--- src/rtl/mmio_bridge_pkg.sv ---
`default_nettype none
// ============================================================================
// Module      : mmio_pkg
// Description : Shared types and constants for the MMIO bridge: FSM state
//               encoding, local register offsets, filler data and status
//               register bit positions.
// Revision    : 1.0 - initial release
// ============================================================================
package mmio_pkg;

    typedef enum logic [1:0] {
        IDLE = 2'd0,
        WAIT = 2'd1,
        RESP = 2'd2
    } mmio_state_t;

    // Local register offsets from the window base
    localparam logic [15:0] OFS_LED  = 16'd0;
    localparam logic [15:0] OFS_SW   = 16'd1;
    localparam logic [15:0] OFS_STAT = 16'd2;
    localparam logic [15:0] OFS_RSVD = 16'd3;

    // Returned for unmapped reads, idle bus and timed-out channel reads
    localparam logic [15:0] JUNK_DATA = 16'hA5A5;

    // Status register layout
    localparam int STAT_TO_BIT   = 0;
    localparam int STAT_IDX_LSB  = 1;
    localparam int STAT_IDX_MSB  = 3;
    localparam int STAT_BUSY_BIT = 4;

endpackage
`default_nettype wire

--- src/rtl/mmio_bridge_if.sv ---
`default_nettype none
// ============================================================================
// Module      : mmio_bridge_if
// Description : CPU mm_* bus plus the req/ack peripheral channel bus. The
//               slave modport is the bridge's view; master is the view of
//               the CPU and peripherals surrounding it.
// Revision    : 1.0 - initial release
// ============================================================================
interface mmio_bridge_if #(
    parameter int NUM_CH  = 4,
    parameter int CH_SPAN = 4
);
    localparam int c_CH_AW = $clog2(CH_SPAN);

    logic [15:0]          mm_addr;
    logic                 mm_we;
    logic                 mm_re;
    logic [15:0]          mm_wdata;
    logic [15:0]          mm_rdata;
    logic                 mm_stall;

    logic [NUM_CH-1:0]    ch_req;
    logic                 ch_we;
    logic [c_CH_AW-1:0]   ch_addr;
    logic [15:0]          ch_wdata;
    logic [16*NUM_CH-1:0] ch_rdata;
    logic [NUM_CH-1:0]    ch_ack;

    modport slave (
        input  mm_addr, mm_we, mm_re, mm_wdata,
        output mm_rdata, mm_stall,
        output ch_req, ch_we, ch_addr, ch_wdata,
        input  ch_rdata, ch_ack
    );

    modport master (
        output mm_addr, mm_we, mm_re, mm_wdata,
        input  mm_rdata, mm_stall,
        input  ch_req, ch_we, ch_addr, ch_wdata,
        output ch_rdata, ch_ack
    );

endinterface
`default_nettype wire

--- src/rtl/mmio_bridge_sw_sync.sv ---
`default_nettype none
// ============================================================================
// Module      : sw_sync
// Description : Parametrised-width two-flop synchroniser for asynchronous
//               board inputs, synchronous active-high reset.
// Revision    : 1.0 - initial release
// ============================================================================
module sw_sync #(
    parameter int WIDTH = 10
) (
    input  wire logic             clk,
    input  wire logic             rst,
    input  wire logic [WIDTH-1:0] i_d,
    output logic      [WIDTH-1:0] o_q
);

    logic [WIDTH-1:0] r_meta;
    logic [WIDTH-1:0] r_sync;

    // Two back-to-back flops give metastability a full cycle to resolve
    always_ff @(posedge clk) begin
        if (rst) begin
            r_meta <= '0;
            r_sync <= '0;
        end else begin
            r_meta <= i_d;
            r_sync <= r_meta;
        end
    end

    assign o_q = r_sync;

endmodule
`default_nettype wire

--- src/rtl/mmio_bridge.sv ---
`default_nettype none
// ============================================================================
// Module      : mmio_bridge
// Description : Address-decoding hub between the CPU mm_* bus and the board.
//               Local LED/switch/status registers answer with zero wait;
//               NUM_CH peripheral channels are reached through a req/ack
//               handshake that stalls the CPU, bounded by a timeout.
// Revision    : 1.0 - initial release
// ============================================================================
module mmio_bridge
    import mmio_pkg::*;
#(
    parameter logic [15:0] BASE_ADDR = 16'hC000,
    parameter int          NUM_CH    = 4,
    parameter int          CH_SPAN   = 4,
    parameter int          LED_W     = 10,
    parameter int          SW_W      = 10,
    parameter int          TIMEOUT   = 255
) (
    input  wire logic             clk,
    input  wire logic             rst,
    mmio_bridge_if.slave          bus,
    input  wire logic [SW_W-1:0]  sw_in,
    output logic      [LED_W-1:0] led_out
);

    localparam int c_CH_AW  = $clog2(CH_SPAN);
    localparam int c_CNT_W  = (TIMEOUT > 1) ? $clog2(TIMEOUT + 1) : 1;
    localparam int c_CH_END = CH_SPAN * (NUM_CH + 1);

    mmio_state_t        r_state;
    logic [NUM_CH-1:0]  r_ch_req;
    logic               r_ch_we;
    logic [c_CH_AW-1:0] r_ch_addr;
    logic [15:0]        r_ch_wdata;
    logic [15:0]        r_cap;
    logic [2:0]         r_ch_idx;
    logic [2:0]         r_to_idx;
    logic               r_to_flag;
    logic [c_CNT_W-1:0] r_cnt;
    logic [LED_W-1:0]   r_led;

    logic [SW_W-1:0]    w_sw;
    logic [15:0]        w_ofs;
    logic [15:0]        w_slot;
    logic [2:0]         w_idx;
    logic               w_in_win;
    logic               w_loc;
    logic               w_ch_range;
    logic               w_wr;
    logic               w_rd;
    logic               w_ch_hit;
    logic               w_ack;
    logic               w_to;
    logic [15:0]        w_sel_rdata;
    logic [15:0]        w_status;
    logic [15:0]        w_rdata;

    sw_sync #(.WIDTH(SW_W)) u_sw_sync (
        .clk (clk),
        .rst (rst),
        .i_d (sw_in),
        .o_q (w_sw)
    );

    // Address decode. Local registers win over channel 0 if a small CH_SPAN
    // would make the two windows overlap.
    assign w_in_win   = (bus.mm_addr >= BASE_ADDR);
    assign w_ofs      = bus.mm_addr - BASE_ADDR;
    assign w_slot     = w_ofs >> c_CH_AW;
    assign w_idx      = 3'(w_slot - 16'd1);
    assign w_loc      = w_in_win && (w_ofs < 16'd4);
    assign w_ch_range = w_in_win && !w_loc && (w_ofs >= 16'(CH_SPAN))
                        && (w_ofs < 16'(c_CH_END));
    assign w_wr       = bus.mm_we;
    assign w_rd       = bus.mm_re && !bus.mm_we;

    // New channel accesses start only from IDLE, so RESP never re-launches
    assign w_ch_hit = (r_state == IDLE) && (bus.mm_we || bus.mm_re) && w_ch_range;
    assign w_ack    = (r_state == WAIT) && |(bus.ch_ack & r_ch_req);
    assign w_to     = (r_cnt == c_CNT_W'(TIMEOUT - 1));

    // Pick the read data of the channel currently being requested
    always_comb begin
        w_sel_rdata = JUNK_DATA;
        for (int i = 0; i < NUM_CH; i++) begin
            if (r_ch_req[i]) begin
                w_sel_rdata = bus.ch_rdata[i*16 +: 16];
            end
        end
    end

    // Assemble the status word; unused bits read zero
    always_comb begin
        w_status = '0;
        w_status[STAT_TO_BIT]                  = r_to_flag;
        w_status[STAT_IDX_MSB:STAT_IDX_LSB]    = r_to_idx;
        w_status[STAT_BUSY_BIT]                = (r_state != IDLE);
    end

    // Read data mux: the RESP cycle returns the captured channel data
    always_comb begin
        w_rdata = JUNK_DATA;
        if (r_state == RESP) begin
            w_rdata = r_cap;
        end else if (w_rd && w_loc) begin
            case (w_ofs)
                OFS_LED:  w_rdata = 16'(r_led);
                OFS_SW:   w_rdata = 16'(w_sw);
                OFS_STAT: w_rdata = w_status;
                default:  w_rdata = JUNK_DATA;
            endcase
        end
    end

    // Local register writes and the channel handshake FSM
    always_ff @(posedge clk) begin
        if (rst) begin
            r_state    <= IDLE;
            r_ch_req   <= '0;
            r_ch_we    <= 1'b0;
            r_ch_addr  <= '0;
            r_ch_wdata <= '0;
            r_cap      <= JUNK_DATA;
            r_ch_idx   <= '0;
            r_to_idx   <= '0;
            r_to_flag  <= 1'b0;
            r_cnt      <= '0;
            r_led      <= '0;
        end else begin
            if (w_wr && w_loc && (w_ofs == OFS_LED)) begin
                r_led <= bus.mm_wdata[LED_W-1:0];
            end
            // Clearing the sticky flag also forgets the recorded channel
            if (w_wr && w_loc && (w_ofs == OFS_STAT) && bus.mm_wdata[STAT_TO_BIT]) begin
                r_to_flag <= 1'b0;
                r_to_idx  <= '0;
            end

            case (r_state)
                IDLE: begin
                    r_cnt <= '0;
                    if (w_ch_hit) begin
                        r_ch_idx   <= w_idx;
                        r_ch_addr  <= w_ofs[c_CH_AW-1:0];
                        r_ch_we    <= w_wr;
                        r_ch_wdata <= bus.mm_wdata;
                        r_ch_req   <= NUM_CH'(1) << w_idx;
                        r_state    <= WAIT;
                    end
                end
                WAIT: begin
                    if (w_ack) begin
                        r_cap    <= r_ch_we ? JUNK_DATA : w_sel_rdata;
                        r_ch_req <= '0;
                        r_state  <= RESP;
                    end else if (w_to) begin
                        // Placed after the clear so a timeout is never lost
                        r_to_flag <= 1'b1;
                        r_to_idx  <= r_ch_idx;
                        r_cap     <= JUNK_DATA;
                        r_ch_req  <= '0;
                        r_state   <= RESP;
                    end else begin
                        r_cnt <= r_cnt + 1'b1;
                    end
                end
                RESP: begin
                    r_state <= IDLE;
                end
                default: begin
                    r_state <= IDLE;
                end
            endcase
        end
    end

    assign bus.mm_rdata = w_rdata;
    assign bus.mm_stall = w_ch_hit || (r_state == WAIT);
    assign bus.ch_req   = r_ch_req;
    assign bus.ch_we    = r_ch_we;
    assign bus.ch_addr  = r_ch_addr;
    assign bus.ch_wdata = r_ch_wdata;
    assign led_out      = r_led;

endmodule
`default_nettype wire

--- src/flat_wrapper.sv ---
// flat-port wrapper written by rule: the top's interface ports become plain ports
module mmio_bridge_flat import mmio_pkg::*;
#(
    parameter logic [15:0] BASE_ADDR = 16'hC000,
    parameter int          NUM_CH    = 4,
    parameter int          CH_SPAN   = 4,
    parameter int          LED_W     = 10,
    parameter int          SW_W      = 10,
    parameter int          TIMEOUT   = 255
)
  (clk, rst, sw_in, led_out, bus_mm_addr, bus_mm_we, bus_mm_re, bus_mm_wdata, bus_mm_rdata, bus_mm_stall, bus_ch_req, bus_ch_we, bus_ch_addr, bus_ch_wdata, bus_ch_rdata, bus_ch_ack);
  mmio_bridge_if #(.NUM_CH(NUM_CH), .CH_SPAN(CH_SPAN)) bus_i ();
  input  wire logic clk;
  input  wire logic rst;
  input  wire logic [SW_W-1:0] sw_in;
  output logic      [LED_W-1:0] led_out;
  input wire logic [$bits(bus_i.mm_addr)-1:0] bus_mm_addr;
  input wire logic [$bits(bus_i.mm_we)-1:0] bus_mm_we;
  input wire logic [$bits(bus_i.mm_re)-1:0] bus_mm_re;
  input wire logic [$bits(bus_i.mm_wdata)-1:0] bus_mm_wdata;
  output wire logic [$bits(bus_i.mm_rdata)-1:0] bus_mm_rdata;
  output wire logic [$bits(bus_i.mm_stall)-1:0] bus_mm_stall;
  output wire logic [$bits(bus_i.ch_req)-1:0] bus_ch_req;
  output wire logic [$bits(bus_i.ch_we)-1:0] bus_ch_we;
  output wire logic [$bits(bus_i.ch_addr)-1:0] bus_ch_addr;
  output wire logic [$bits(bus_i.ch_wdata)-1:0] bus_ch_wdata;
  input wire logic [$bits(bus_i.ch_rdata)-1:0] bus_ch_rdata;
  input wire logic [$bits(bus_i.ch_ack)-1:0] bus_ch_ack;
  assign bus_i.mm_addr = bus_mm_addr;
  assign bus_i.mm_we = bus_mm_we;
  assign bus_i.mm_re = bus_mm_re;
  assign bus_i.mm_wdata = bus_mm_wdata;
  assign bus_mm_rdata = bus_i.mm_rdata;
  assign bus_mm_stall = bus_i.mm_stall;
  assign bus_ch_req = bus_i.ch_req;
  assign bus_ch_we = bus_i.ch_we;
  assign bus_ch_addr = bus_i.ch_addr;
  assign bus_ch_wdata = bus_i.ch_wdata;
  assign bus_i.ch_rdata = bus_ch_rdata;
  assign bus_i.ch_ack = bus_ch_ack;
  mmio_bridge #(.BASE_ADDR(BASE_ADDR), .NUM_CH(NUM_CH), .CH_SPAN(CH_SPAN), .LED_W(LED_W), .SW_W(SW_W), .TIMEOUT(TIMEOUT)) u_core (.clk(clk), .rst(rst), .bus(bus_i), .sw_in(sw_in), .led_out(led_out));
endmodule
--- config.mk ---
export PLATFORM = sky130hd
export DESIGN_NAME = mmio_bridge_flat
export DESIGN_NICKNAME = d
export VERILOG_FILES = /design/src/rtl/mmio_bridge_pkg.sv /design/src/rtl/mmio_bridge_if.sv /design/src/rtl/mmio_bridge_sw_sync.sv /design/src/rtl/mmio_bridge.sv /design/src/flat_wrapper.sv
export SDC_FILE = /design/constraint.sdc
export NUM_CORES = 1
export LEC_CHECK = 0
export ABC_AREA = 1
export ABC_CLOCK_PERIOD_IN_PS = 1900
export BUFFER_PORTS_ARGS = -buffer_cell sky130_fd_sc_hd__buf_4
export CAP_MARGIN = 20
export CORE_AREA = 2 2 108 110
export CTS_BUF_LIST = sky130_fd_sc_hd__clkbuf_2 sky130_fd_sc_hd__clkbuf_4 sky130_fd_sc_hd__clkbuf_8
export DETAILED_ROUTE_END_ITERATION = 12
export DIE_AREA = 0 0 110 112
export GPL_TIMING_DRIVEN = 0
export PLACE_DENSITY = 0.66
export SLEW_MARGIN = 20
export SYNTH_ARGS = -nofsm -noshare
export SYNTH_HDL_FRONTEND = slang
export SYNTH_SLANG_ARGS = --single-unit
--- constraint.sdc ---
create_clock -name clk -period 1.9 [get_ports clk]
set_input_delay 0.19 -clock clk [delete_from_list [all_inputs] [get_ports clk]]
set_output_delay 0.19 -clock clk [all_outputs]
set_load 0.02 [all_outputs]
==> metrics.cfg <==
[route]
wl_per_cell_um=14.0
ant_nets=0
vias=4818
viasPerCell=4.87
drc=0
drt-initial-drc-count=202
drt_wl_total_mm=13.9
dr.pass1.iters=5

[clock_network]
clkLatencyLatePin_ns=0.36
cts_hold_buf=0
root_buffer=clkbuf_8
clk_pin_slew_ns=0.08
cts_buffers=9
clock_sinks=86
cts.path.max_buffers=2
cts_tree=yes
h-tree-depth=3

[logic_synthesis]
synth_most_common_cell=nor2_1
yosysTopAreaCell=dfxtp_1
synth_ff_type=dfxtp_1
synthDistinctLibCells=33
yosysWarnings=0
synth_top_area_share_pct=39.2
synth-seq-cells=86
netlist_area_um2=4390
synth_edf_count=0
async_flop_share_pct=0
synthCells=666
postSynthAreaPerCell_um2=6.59
netlist_top_cells_count=145 x nor2_1, 104 x nand2_1, 86 x dfxtp_1, 68 x inv_1, 60 x a21oi_1
ys_top_cells_by_area=dfxtp_1 39%, nor2_1 12%, nand2_1 8.9%
syn_nets=787
ys_seq_area_share_pct=39.2

[worst_hold_path]
hold_class=in2reg
min_to=u_core.u_sw_sync.r_meta[2]
whs_path_depth=3
hp-start=sw_in[2]

[setup_path]
cp_slowest_cell=dfxtp_4
regToRegEndpoint=u_core.r_cnt[5]
r2r_cells=11
path_buf_inv=3
rr_startpoint=u_core.r_cnt[0]
cp-start-kind=flip-flop
crit_start=u_core.r_state[1]
end_kind=output port
cp.required_ns=1.71
cp_top_family=simple AND/OR/NAND/NOR gates
reg2reg_slack_ns=0.21
crit_path_cell_trace=inv_4 > nor2_4 > a211oi_2 > and2_1 > buf_6 > nand2_1 > nor2_2 > nor2_1 > buf_4
slowest_delay_ns=0.38
crit_arrival_ns=1.64
cp_max_fo=8
crit_type=reg2out

[die]
rows=39
ios=164
die_w_um=110
fp.dieArea_um2=12300
start_util_pct=39.3
die_y_um=112
core_um2=11200

[cells_and_area]
n_fill_cell=1129
fin_nets=965
drive_gt1_share_pct=28.7
area_growth_syn_to_layout_pct=39.4
seqCellArea_um2=1730
n_antenna_cell=0
multi_input_area_um2=2340
final_area_um2=6120
final_cells=990
utilization_pct=54.8

[pwr]
powerDensity_nw_per_um2=535
max-vdd-ir-drop_mv=0.340
leakagePower_nw=2.69

[placement]
dp_hpwl_mm=11.0
place_inst=971
place_congestion=0.872
place_area_um2=5790
port_buffers=162

[global_route]
grt_pass1_vias=4608
antenna_found_initial=0
grt_pass1_wl_mm=21.4
grt-ovfl-total=0
grt_max_degree=14
gr-usage-all-layers_pct=22.1

[sta]
whs_ns=0.0340
period_minus_slack_ns=1.83
fin_crit_sh_pct=96.3
maxSlewViolCount=0
setup_tns_ns=0
tightest_slew_ns=0.545
hold_viol=0
timing.fmax_mhz=547
slew_headroom_pct=63.7
setup_viol=0
clock_skew_ns=0.0114

[run_status]
status=complete, no violations

[job]
max-cap-violations=0

kinds of logic (layout without fill, tap and decap cells):
group           after synthesis  in the layout  share of synthesized area, %
simple gates                339            339                          33.3
compound gates              122            122                          14.7
buf+inv                     107            288                          9.72
flops                        86             86                          39.2
fa+ha+maj                     7              7                          1.99
xor+xnor                      5              5                         0.997
layer usage:
| metal | global-route usage (%) | wire length (um) |
|---|---|---|
| met2 | 40.0 | 6790 |
| met1 | 25.6 | 5710 |
| met3 | 4.33 | 1090 |
| met4 | 7.51 | 291 |
| met5 | 0 | 0 |
worst max path at each step:
stage                 endpoint  slack, ns  depth (start not counted)
6_report       bus_mm_rdata[5]       0.07                          9
5_1_grt        bus_mm_rdata[5]     -0.004                          9
4_1_cts        bus_mm_rdata[7]       0.02                          9
3_5_place_dp   bus_mm_rdata[7]      -0.20                         11
3_3_place_gp   bus_mm_rdata[8]      -0.19                         11
2_1_floorplan  bus_mm_rdata[5]       0.30                          8
report_power, final:
group / leakage (nW) / total, mW / switching, mW / internal [mW]
clock: 0.0783 / 1.13 / 0.634 / 0.492
combinational: 1.91 / 0.326 / 0.141 / 0.184
sequential: 0.699 / 1.82 / 0.00511 / 1.82
repair_timing:
item                                    CTS  global route
gates resized for setup                  19            21
setup buffers                             4             1
endpoints found under the setup margin   17            12
cloned                                    0             0
pin swaps                                 1             2
metrics by stage:
stage               total power [mW]  setup WS (ns)
floorplan                       1.96          0.295
detailed placement              2.18         -0.201
finish                          3.27         0.0711
CTS                             3.29         0.0186
global placement                2.18         -0.194
global route                    3.40       -0.00441
state kept, by name (all words and copies together) (netlist names):
signal and cells:
u_core.bus.ch_addr 2, u_core.r_to_flag 1, u_core.u_sw_sync.o_q 10, u_core.r_to_idx 3
u_core.bus.ch_req 4, u_core.u_sw_sync.r_meta 10, u_core.r_state 2, u_core.bus.ch_we 1
u_core.led_out 10, u_core.bus.ch_wdata 16, u_core.r_cnt 8, u_core.r_ch_idx 3
u_core.r_cap 16
cells in the final DEF, fill, tap and decap left out, types with 4 or more instances in the layout:
cell / count
ha_1: 6
nand4_1: 11
clkbuf_1: 16
xor2_1: 5
o21ai_1: 10
inv_1: 67
or2_2: 8
clkbuf_8: 10
o31ai_1: 8
nand2_1: 101
nor2_1: 135
inv_2: 7
nand2_2: 4
o21ai_0: 38
nor2_2: 8
nand3_1: 54
a21oi_1: 60
buf_2: 10
dfxtp_1: 84
nor2_4: 6
buf_4: 167
worst register-to-register path: stages (launching register included):
cell	delay, ns
dfxtp_1	0.38
inv_1	0.07
ha_1	0.20
nand3_1	0.08
inv_1	0.04
nand2_1	0.14
nand2_2	0.09
nand2_4	0.10
nand2_2	0.14
inv_2	0.15
nand3_1	0.09
a21oi_1	0.13
final cells by class:
cell class	instances	share of cell area (%)
plain buffers	31	2.64
clock buffers	11	2.27
clock inverters	3	0.389
inverters	76	4.74
multi-input cells	473	38.3
flip-flops and latches	86	28.3
well taps	143	2.92
repair buffers	167	20.5
Note: power is estimated with default switching activity, not from simulation.
